==> src/rtl/tsbus_arb_pkg.sv <==
// Shared types and defaults for the tristate bus arbiter.
// State encoding, counter widths and index-width helper.
package tsbus_arb_pkg;

  typedef enum logic [1:0] {
    ST_IDLE  = 2'd0,
    ST_GRANT = 2'd1,
    ST_TURN  = 2'd2
  } state_e;

  localparam int N_DEF        = 4;
  localparam int TURN_CYC_DEF = 1;
  localparam int MAX_HOLD_DEF = 16;

  localparam int HOLD_W = 8;
  localparam int TURN_W = 4;

  function automatic int idx_w(input int n);
    return (n > 1) ? $clog2(n) : 1;
  endfunction

endpackage

==> src/rtl/tsbus_arb_pick.sv <==
// Combinational round-robin picker.
// Returns the first set request at or after ptr_i, cyclic.
module rr_pick
  import tsbus_arb_pkg::*;
#(
  parameter int N = N_DEF,
  parameter int W = idx_w(N)
) (
  input  logic [N-1:0] req_i,
  input  logic [W-1:0] ptr_i,
  output logic         vld_o,
  output logic [W-1:0] idx_o
);

  localparam int W1 = W + 1;

  logic [2*N-1:0] dbl;
  logic [N-1:0]   rot;
  logic [W1-1:0]  sum;

  assign dbl = {req_i, req_i};
  assign rot = N'(dbl >> ptr_i);

  // Scan offsets high to low so the smallest offset wins.
  always_comb begin
    vld_o = 1'b0;
    sum   = '0;
    for (int i = N - 1; i >= 0; i--) begin
      if (rot[i]) begin
        vld_o = 1'b1;
        sum   = {1'b0, ptr_i} + W1'(i);
      end
    end
    if (sum >= W1'(N)) begin
      sum = sum - W1'(N);
    end
    idx_o = sum[W-1:0];
  end

endmodule

==> src/rtl/tsbus_arb.sv <==
// Round-robin arbiter for a shared pulled-up tristate pad.
// Grants one requester, enforces turnaround, flags readback errors.
module tsbus_arb
  import tsbus_arb_pkg::*;
#(
  parameter  int N        = N_DEF,
  parameter  int TURN_CYC = TURN_CYC_DEF,
  parameter  int MAX_HOLD = MAX_HOLD_DEF,
  localparam int W        = idx_w(N)
) (
  input  logic         CK,
  input  logic         RSTN,
  input  logic [N-1:0] REQ,
  input  logic [N-1:0] DAT,
  input  logic         PAD_O,
  input  logic         ERR_CLR,
  output logic [N-1:0] GNT,
  output logic [W-1:0] OWNER,
  output logic         PAD_I,
  output logic         PAD_T,
  output logic         BUSY,
  output logic         ERR
);

  localparam logic [HOLD_W-1:0] HOLD_MAX =
    HOLD_W'(MAX_HOLD);
  localparam logic [TURN_W-1:0] TURN_LAST =
    TURN_W'(TURN_CYC);
  localparam logic [W-1:0] LAST_IDX = W'(N - 1);

  state_e              state_q, state_d;
  logic [N-1:0]        gnt_q, gnt_d;
  logic [W-1:0]        owner_q, owner_d;
  logic [W-1:0]        rr_q, rr_d;
  logic                pad_i_q, pad_i_d;
  logic                pad_t_q, pad_t_d;
  logic                busy_q, busy_d;
  logic                err_q, err_d;
  logic [HOLD_W-1:0]   hold_q, hold_d;
  logic [TURN_W-1:0]   turn_q, turn_d;

  logic                pick_vld;
  logic [W-1:0]        pick_idx;
  logic                arb;
  logic                err_set;
  logic                others;
  logic                release_now;

  rr_pick #(
    .N (N),
    .W (W)
  ) u_pick (
    .req_i (REQ),
    .ptr_i (rr_q),
    .vld_o (pick_vld),
    .idx_o (pick_idx)
  );

  assign others = |(REQ & ~gnt_q);

  assign release_now =
    !REQ[owner_q] ||
    ((hold_q == HOLD_MAX) && others);

  // State and registered outputs.
  always_ff @(posedge CK) begin
    if (!RSTN) begin
      state_q <= ST_IDLE;
      gnt_q   <= '0;
      owner_q <= '0;
      rr_q    <= '0;
      pad_i_q <= 1'b1;
      pad_t_q <= 1'b1;
      busy_q  <= 1'b0;
      err_q   <= 1'b0;
      hold_q  <= '0;
      turn_q  <= '0;
    end else begin
      state_q <= state_d;
      gnt_q   <= gnt_d;
      owner_q <= owner_d;
      rr_q    <= rr_d;
      pad_i_q <= pad_i_d;
      pad_t_q <= pad_t_d;
      busy_q  <= busy_d;
      err_q   <= err_d;
      hold_q  <= hold_d;
      turn_q  <= turn_d;
    end
  end

  // Next state: grant, forced/voluntary release, turnaround.
  always_comb begin
    state_d = state_q;
    gnt_d   = gnt_q;
    owner_d = owner_q;
    rr_d    = rr_q;
    pad_i_d = pad_i_q;
    pad_t_d = pad_t_q;
    hold_d  = hold_q;
    turn_d  = turn_q;
    arb     = 1'b0;
    err_set = 1'b0;

    unique case (state_q)
      ST_IDLE: begin
        arb = pick_vld;
      end
      ST_GRANT: begin
        // First cycle skipped: pad may still be settling.
        err_set = (hold_q >= HOLD_W'(2)) &&
                  (PAD_O != pad_i_q);
        if (release_now) begin
          state_d = ST_TURN;
          gnt_d   = '0;
          pad_t_d = 1'b1;
          pad_i_d = 1'b1;
          hold_d  = '0;
          turn_d  = TURN_W'(1);
        end else begin
          pad_i_d = DAT[owner_q];
          if (hold_q != HOLD_MAX) begin
            hold_d = hold_q + HOLD_W'(1);
          end
        end
      end
      ST_TURN: begin
        if (turn_q == TURN_LAST) begin
          turn_d = '0;
          if (pick_vld) begin
            arb = 1'b1;
          end else begin
            state_d = ST_IDLE;
          end
        end else begin
          turn_d = turn_q + TURN_W'(1);
        end
      end
      default: begin
        state_d = ST_IDLE;
        gnt_d   = '0;
        pad_t_d = 1'b1;
        pad_i_d = 1'b1;
        hold_d  = '0;
        turn_d  = '0;
      end
    endcase

    if (arb) begin
      state_d           = ST_GRANT;
      gnt_d             = '0;
      gnt_d[pick_idx]   = 1'b1;
      owner_d           = pick_idx;
      pad_t_d           = 1'b0;
      pad_i_d           = DAT[pick_idx];
      hold_d            = HOLD_W'(1);
      rr_d = (pick_idx == LAST_IDX) ?
             '0 : pick_idx + W'(1);
    end
  end

  // Sticky error: set wins over clear.
  always_comb begin
    err_d  = err_set | (err_q & ~ERR_CLR);
    busy_d = (state_d != ST_IDLE);
  end

  assign GNT   = gnt_q;
  assign OWNER = owner_q;
  assign PAD_I = pad_i_q;
  assign PAD_T = pad_t_q;
  assign BUSY  = busy_q;
  assign ERR   = err_q;

endmodule

==> config.mk <==
export PLATFORM = sky130hd
export DESIGN_NAME = tsbus_arb
export DESIGN_NICKNAME = d
export VERILOG_FILES = /design/src/rtl/tsbus_arb_pkg.sv /design/src/rtl/tsbus_arb_pick.sv /design/src/rtl/tsbus_arb.sv
export SDC_FILE = /design/constraint.sdc
export NUM_CORES = 1
export LEC_CHECK = 0
export BUFFER_PORTS_ARGS = -buffer_cell sky130_fd_sc_hd__buf_2
export CORE_UTILIZATION = 57
export CTS_CLUSTER_SIZE = 8
export DETAILED_ROUTE_END_ITERATION = 8
export PLACE_DENSITY = 0.79
export SYNTH_ARGS = -nofsm -noshare
export SYNTH_HDL_FRONTEND = slang
export SYNTH_SLANG_ARGS = --single-unit
==> constraint.sdc <==
create_clock -name CK -period 2.04 [get_ports CK]
set_input_delay 0.204 -clock CK [delete_from_list [all_inputs] [get_ports CK]]
set_output_delay 0.204 -clock CK [all_outputs]
set_load 0.005 [all_outputs]
Yosys cells after proc, flatten, opt, wreduce, memory -nomap -nowiden
Index checks and enable logic that the tools add are counted.
{"block": "totals", "inputBits": 12, "regBits": 26, "output_inout_bits": 10}
{"block": "op_classes", "reduce_logical": 14, "eq_ne": 12, "magnitude_cmp": 5, "shifts": 1, "addsub": 7, "bitwise_logic": 8, "n_mux": 43}
{"operator": "$mux W1", "count": 16}
{"operator": "$mux W4", "count": 4}
{"operator": "$mux W8", "count": 2}
{"operator": "$pmux W8 S2", "count": 1}
{"operator": "$mux W2", "count": 6}
{"operator": "$mux W3", "count": 4}
{"operator": "$pmux W4 S3", "count": 1}
{"operator": "$add A8 B1 Y8 const B", "count": 1}
{"operator": "$eq A8 B5 Y1 const B", "count": 1}
{"operator": "$ge A8 B2 Y1 const B", "count": 1}
{"operator": "$ne A8 B5 Y1 const B", "count": 1}
{"operator": "$pmux W4 S2", "count": 1}
{"operator": "$reduce_and A2 Y1", "count": 4}
{"operator": "$shr A8 B2 Y4", "count": 1}
{"operator": "$add A2 B2 Y3 const B", "count": 2}
{"operator": "$bmux W1 S2", "count": 3}
{"operator": "$lt A2 B3 Y1 const B", "count": 2}
{"operator": "$ne A3 B3 Y1 const B", "count": 2}
{"operator": "$pmux W1 S2", "count": 3}
{"operator": "$pmux W2 S3", "count": 1}
{"operator": "$add A4 B1 Y4 const B", "count": 1}
{"operator": "$and A4 B4 Y4", "count": 1}
{"operator": "$eq A2 B2 Y1 const B", "count": 2}
{"operator": "$eq A4 B1 Y1 const B", "count": 1}
{"operator": "22 further kinds", "count": 28}

Logic depth before layout (Yosys ltp)
{"block": "logic_depth", "ltp_word": 12, "ltp_mapped": 8}

Modules after synthesis
Synthesis repeated with hierarchy kept, for this count alone.
{"block": "unflattened", "hier_cells": 184, "hier_area_um2": 1577.8}
{"module": "tsbus_arb", "seq_area_each_um2": 520.5, "instances": 1, "cells_each": 169, "area_per_inst_um2": 1500.2}
{"module": "rr_pick", "seq_area_each_um2": 0.0, "instances": 1, "cells_each": 15, "area_per_inst_um2": 77.6}

Worst setup path before layout
Ideal clock, no wire load.
{"block": "synth_path", "path_kind": "reg-to-reg", "from": "register state_q[0]", "to": "register pad_i_q, in the netlist PAD_I", "synth_period_minus_slack_ps": 1780, "t_arrival_ps": 1650, "t_required_ps": 1910, "slack_ps": 260, "path_buffers": 1, "stages_incl_launch_ff": 8, "cell_sequence": "dfxtp_1 > inv_1 > ha_1 > or2_2 > clkbuf_1 > a2111oi_0 > o21a_1 > o211ai_1"}
{"block": "synth_between", "elab_chain_len": 4, "elab_cells_between_ends": 8}
{"element": "from (decl)", "line_no": "tsbus_arb.sv:31", "source": "state_e state_q, state_d;"}
{"element": "from (signal assigned)", "line_no": "tsbus_arb.sv:79", "source": "state_q <= state_d;"}
{"element": "$eq A2 B2 Y1 / $logic_not A2 Y1 (equally long branches)", "line_no": "tsbus_arb.sv:105", "source": "unique case (state_q)"}
{"element": "$reduce_or A2 Y1 (no line)"}
{"element": "$pmux W1 S2", "line_no": "tsbus_arb.sv:105"}
{"element": "$mux W1", "line_no": "tsbus_arb.sv:149", "source": "if (arb) begin"}
{"element": "to (signal assigned)", "line_no": "tsbus_arb.sv:83", "source": "pad_i_q <= pad_i_d;"}
{"element": "to (decl)", "line_no": "tsbus_arb.sv:35", "source": "logic pad_i_q, pad_i_d;"}
Parallel ways exist; a longest one is shown, timed or not.
A chain may end at the register's enable or synchronous reset.

Worst setup path after layout
{"block": "layout_path", "from": "register owner_q[0], in the netlist OWNER[0]", "to": "register turn_q[1]"}
{"block": "layout_between", "elab_chain_len": 6}
{"element": "from (decl)", "line_no": "tsbus_arb.sv:33", "source": "logic [W-1:0] owner_q, owner_d;"}
{"element": "from (signal assigned)", "line_no": "tsbus_arb.sv:81", "source": "owner_q <= owner_d;"}
{"element": "$bmux W1 S2", "line_no": "tsbus_arb.sv:62", "source": "!REQ[owner_q] ||"}
{"element": "$mux W1 (implied by the code)", "line_no": "tsbus_arb.sv:62"}
{"element": "$logic_not A1 Y1", "line_no": "tsbus_arb.sv:62"}
{"element": "$logic_or A1 B1 Y1", "line_no": "tsbus_arb.sv:62"}
{"element": "$ne A2 B2 Y1 (no line)"}
{"element": "$reduce_and A2 Y1 (no line)"}
{"element": "to (signal assigned)", "line_no": "tsbus_arb.sv:88", "source": "turn_q <= turn_d;"}
{"element": "to (decl)", "line_no": "tsbus_arb.sv:40", "source": "logic [TURN_W-1:0] turn_q, turn_d;"}
No other way between the ends. The select of a mux whose other input is x is not followed.

==> impl_metrics.ini <==
[timing]
fin_skew_ns = 0.00979
fin_crit_ns = 1.93
fmax_mhz = 517
slew_headroom_pct = 55.8
worst_pin_slew_ns = 0.656
finalHoldViolCount = 0
finalCritPeriodShare_pct = 94.7
setup_violations = 0
slew_viol_final = 0
whs_ns = 0.209

[setup_path]
start_kind = flop
cp_slowest_cell = mux4_2
crit_path_end_kind = flop
worstPathMaxFanout = 18
critical-path-top-delay-family = simple AND/OR/NAND/NOR gates
worstSetupPathType = reg -> reg
crit_chain = mux4_2 -> nand2_2 -> a21oi_4 -> or4_1 -> a21boi_1
crit_arrival_ns = 2.20
crit_buf_inv = 0
required_ns = 2.31
max_stage_delay_ns = 0.56

[layout]
area_growth_pct = 11.2
layout-drive-gt1-share_pct = 20.2
fillers = 220
finish.net_count = 240
n_antenna_cell = 0
finalNonFillerCells = 244

[clock_network]
postCtsSetupBuffers = 0
tritoncts = yes
cts_buffer_depth = 2
cts_hold_buffers = 0
root_buffer = clkbuf_4
clk_pin_slew_ns = 0.14
clock-sinks = 26
cts.htree.levels = 1
numCtsBuffers = 3
insertion_delay_ns = 0.32

[route]
first_iter_violations = 91
viasPerCell = 6.32
ant_nets = 0
vias = 1542
drc = 0
routedWlPerCell_um = 15.8
finalWirelength_um = 3850
firstDrtPassIters = 4

[logic_synthesis]
synth_edf_count = 0
async_flop_share_pct = 0
synth_top_area_cell = dfxtp_1
synthTopCellsByArea = dfxtp_1, ha_1, a21boi_0, nand2_1, o21ai_0
yosys_warnings = 0
synthCells = 193
synth-seq-area-share_pct = 31.4
synth_seq_cells = 26
synth_cell_types = 52
yosys.area.top_type_share_pct = 31.4
syn_area_per_cell_sq_um = 8.58
syn-num-nets = 218
synthFlopType = dfxtp_1
synth_area_sq_mm = 0.00166

[pwr]
p_sw_uw = 568
sw_frac_of_total_pct = 39.0
max-vdd-ir-drop_mv = 0.623
p_leak_nw = 0.744
seqPwrFrac_pct = 43.2
p_int_uw = 888
power.share.clock_pct = 14.7
power_frac_comb_pct = 42.0
p_per_area_mw_per_mm2 = 790

[global_routing]
grt_pass1_wl_um = 6590
grt_overflow = 0
grt.total_usage_pct = 26.4
first_global_vias = 1533
grt_max_degree = 21
grt_antenna_before_repair = 0

[floorplanning]
start_util_pct = 60.1
core_sq_mm = 0.00276
top_level_ports = 22
fp.dieArea_sq_mm = 0.00313
chipWidth_um = 55.9
row_count = 19
fp.dieH_um = 55.9

[place]
placement.io_buffers = 21
place.gp.congestion = 0.917
dp.cells = 241
dp_hpwl_um = 2810

[job]
cap_violations = 0

[min_path]
hold_class = in -> reg

[run_status]
status = complete, no violations
[Yosys cell counts, types with 4 or more instances]
| master | count |
|---|---|
| a21boi_0 | 9 |
| a21oi_1 | 7 |
| clkbuf_1 | 6 |
| dfxtp_1 | 26 |
| ha_1 | 13 |
| inv_1 | 13 |
| nand2_1 | 18 |
| nand2b_1 | 4 |
| nand3_1 | 4 |
| nor2_1 | 13 |
| nor3_1 | 6 |
| o211ai_1 | 5 |
| o21ai_0 | 10 |
[final timing paths]
check | cells after the start | start | end | slack, ns
setup / recovery | 5 | OWNER[0] | turn_q[1] | 0.11
hold / removal | 4 | ERR_CLR | ERR | 0.21
setup reg to reg | 5 | OWNER[0] | turn_q[1] | 0.11
hold reg to reg | 2 | GNT[1] | GNT[1] | 0.53
[logic make-up after synthesis]
family | count (synthesis) | synth area share (%)
fa+ha+maj | 13 | 9.82
flops | 26 | 31.4
simple gates | 68 | 21.5
compound gates | 56 | 25.8
mux | 4 | 4.15
xor+xnor | 4 | 2.12
buf+inv | 22 | 5.21
[what timing repair did]
action / 4_1_cts / 5_1_grt
setup endpoints to repair: 0 / 14
resized for setup: 0 / 4
endpoints found under the hold margin: 0 / 0
[layout by cell type (no fill, tap or decap), types with 3 or more instances in the layout]
| cell | n |
|---|---|
| a21oi_1 | 7 |
| buf_4 | 5 |
| dfxtp_1 | 26 |
| o211ai_1 | 5 |
| ha_1 | 13 |
| buf_2 | 21 |
| nand3_1 | 4 |
| a21boi_0 | 9 |
| nor2b_1 | 3 |
| inv_1 | 13 |
| nor3b_1 | 3 |
| o21ai_0 | 10 |
| clkbuf_4 | 3 |
| nor3_1 | 6 |
| nand2_1 | 17 |
| nor2_1 | 12 |
| nand2b_1 | 4 |
[flip-flops by register name, summed over array words and instances (netlist names)]
register and flops:
state_q 2, OWNER 2, ERR 1, GNT 4, rr_q 2, PAD_I 1
hold_q 8, PAD_T 1, turn_q 4, BUSY 1
[final cells by class]
| class | count | area (sq um) | area share [%] |
|---|---|---|---|
| Clock buffer | 3 | 22.5 | 1.22 |
| Inverter | 13 | 48.8 | 2.65 |
| Multi-Input combinational cell | 145 | 1070 | 58.0 |
| Timing Repair Buffer | 26 | 143 | 7.74 |
| Sequential cell | 26 | 520 | 28.3 |
| Tap cell | 31 | 38.8 | 2.11 |
[layer usage]
layer,vias up,GRT usage (%),part of all wire (%)
met5,-,0,0
met4,0,14.6,3.0
met3,18,3.95,3.4
met2,54,45.4,51
met1,729,31.5,42
li1,741,-,-
[per-stage QoR]
stage | setup slack (ns) | util [%] | setup TNS (ns) | power (mW) | area, sq um
2_1_floorplan | 0.260 | - | 0 | 1.03 | 1660
3_3_place_gp | 0.171 | 65.3 | 0 | 1.19 | 1800
3_5_place_dp | 0.113 | 65.3 | 0 | 1.22 | 1800
4_1_cts | 0.0732 | 66.1 | 0 | 1.43 | 1820
5_1_grt | -0.0356 | 66.8 | -0.103 | 1.55 | 1840
6_report | 0.107 | 66.8 | 0 | 1.46 | 1840
[worst reg2reg max path, cell delays in order, from the launching register on]
cell,delay [ns]
dfxtp_1,0.43
mux4_2,0.56
nand2_2,0.14
a21oi_4,0.10
or4_1,0.51
a21boi_1,0.14
[power by group through the flow]
stage | clock network [mW] | logic [mW] | registers, mW
2_1_floorplan | 0 | 0.400 | 0.631
3_3_place_gp | 0 | 0.559 | 0.633
3_5_place_dp | 0 | 0.581 | 0.639
4_1_cts | 0.218 | 0.585 | 0.627
5_1_grt | 0.242 | 0.672 | 0.634
6_report | 0.214 | 0.612 | 0.629
Power figures use the tool's default switching activity.
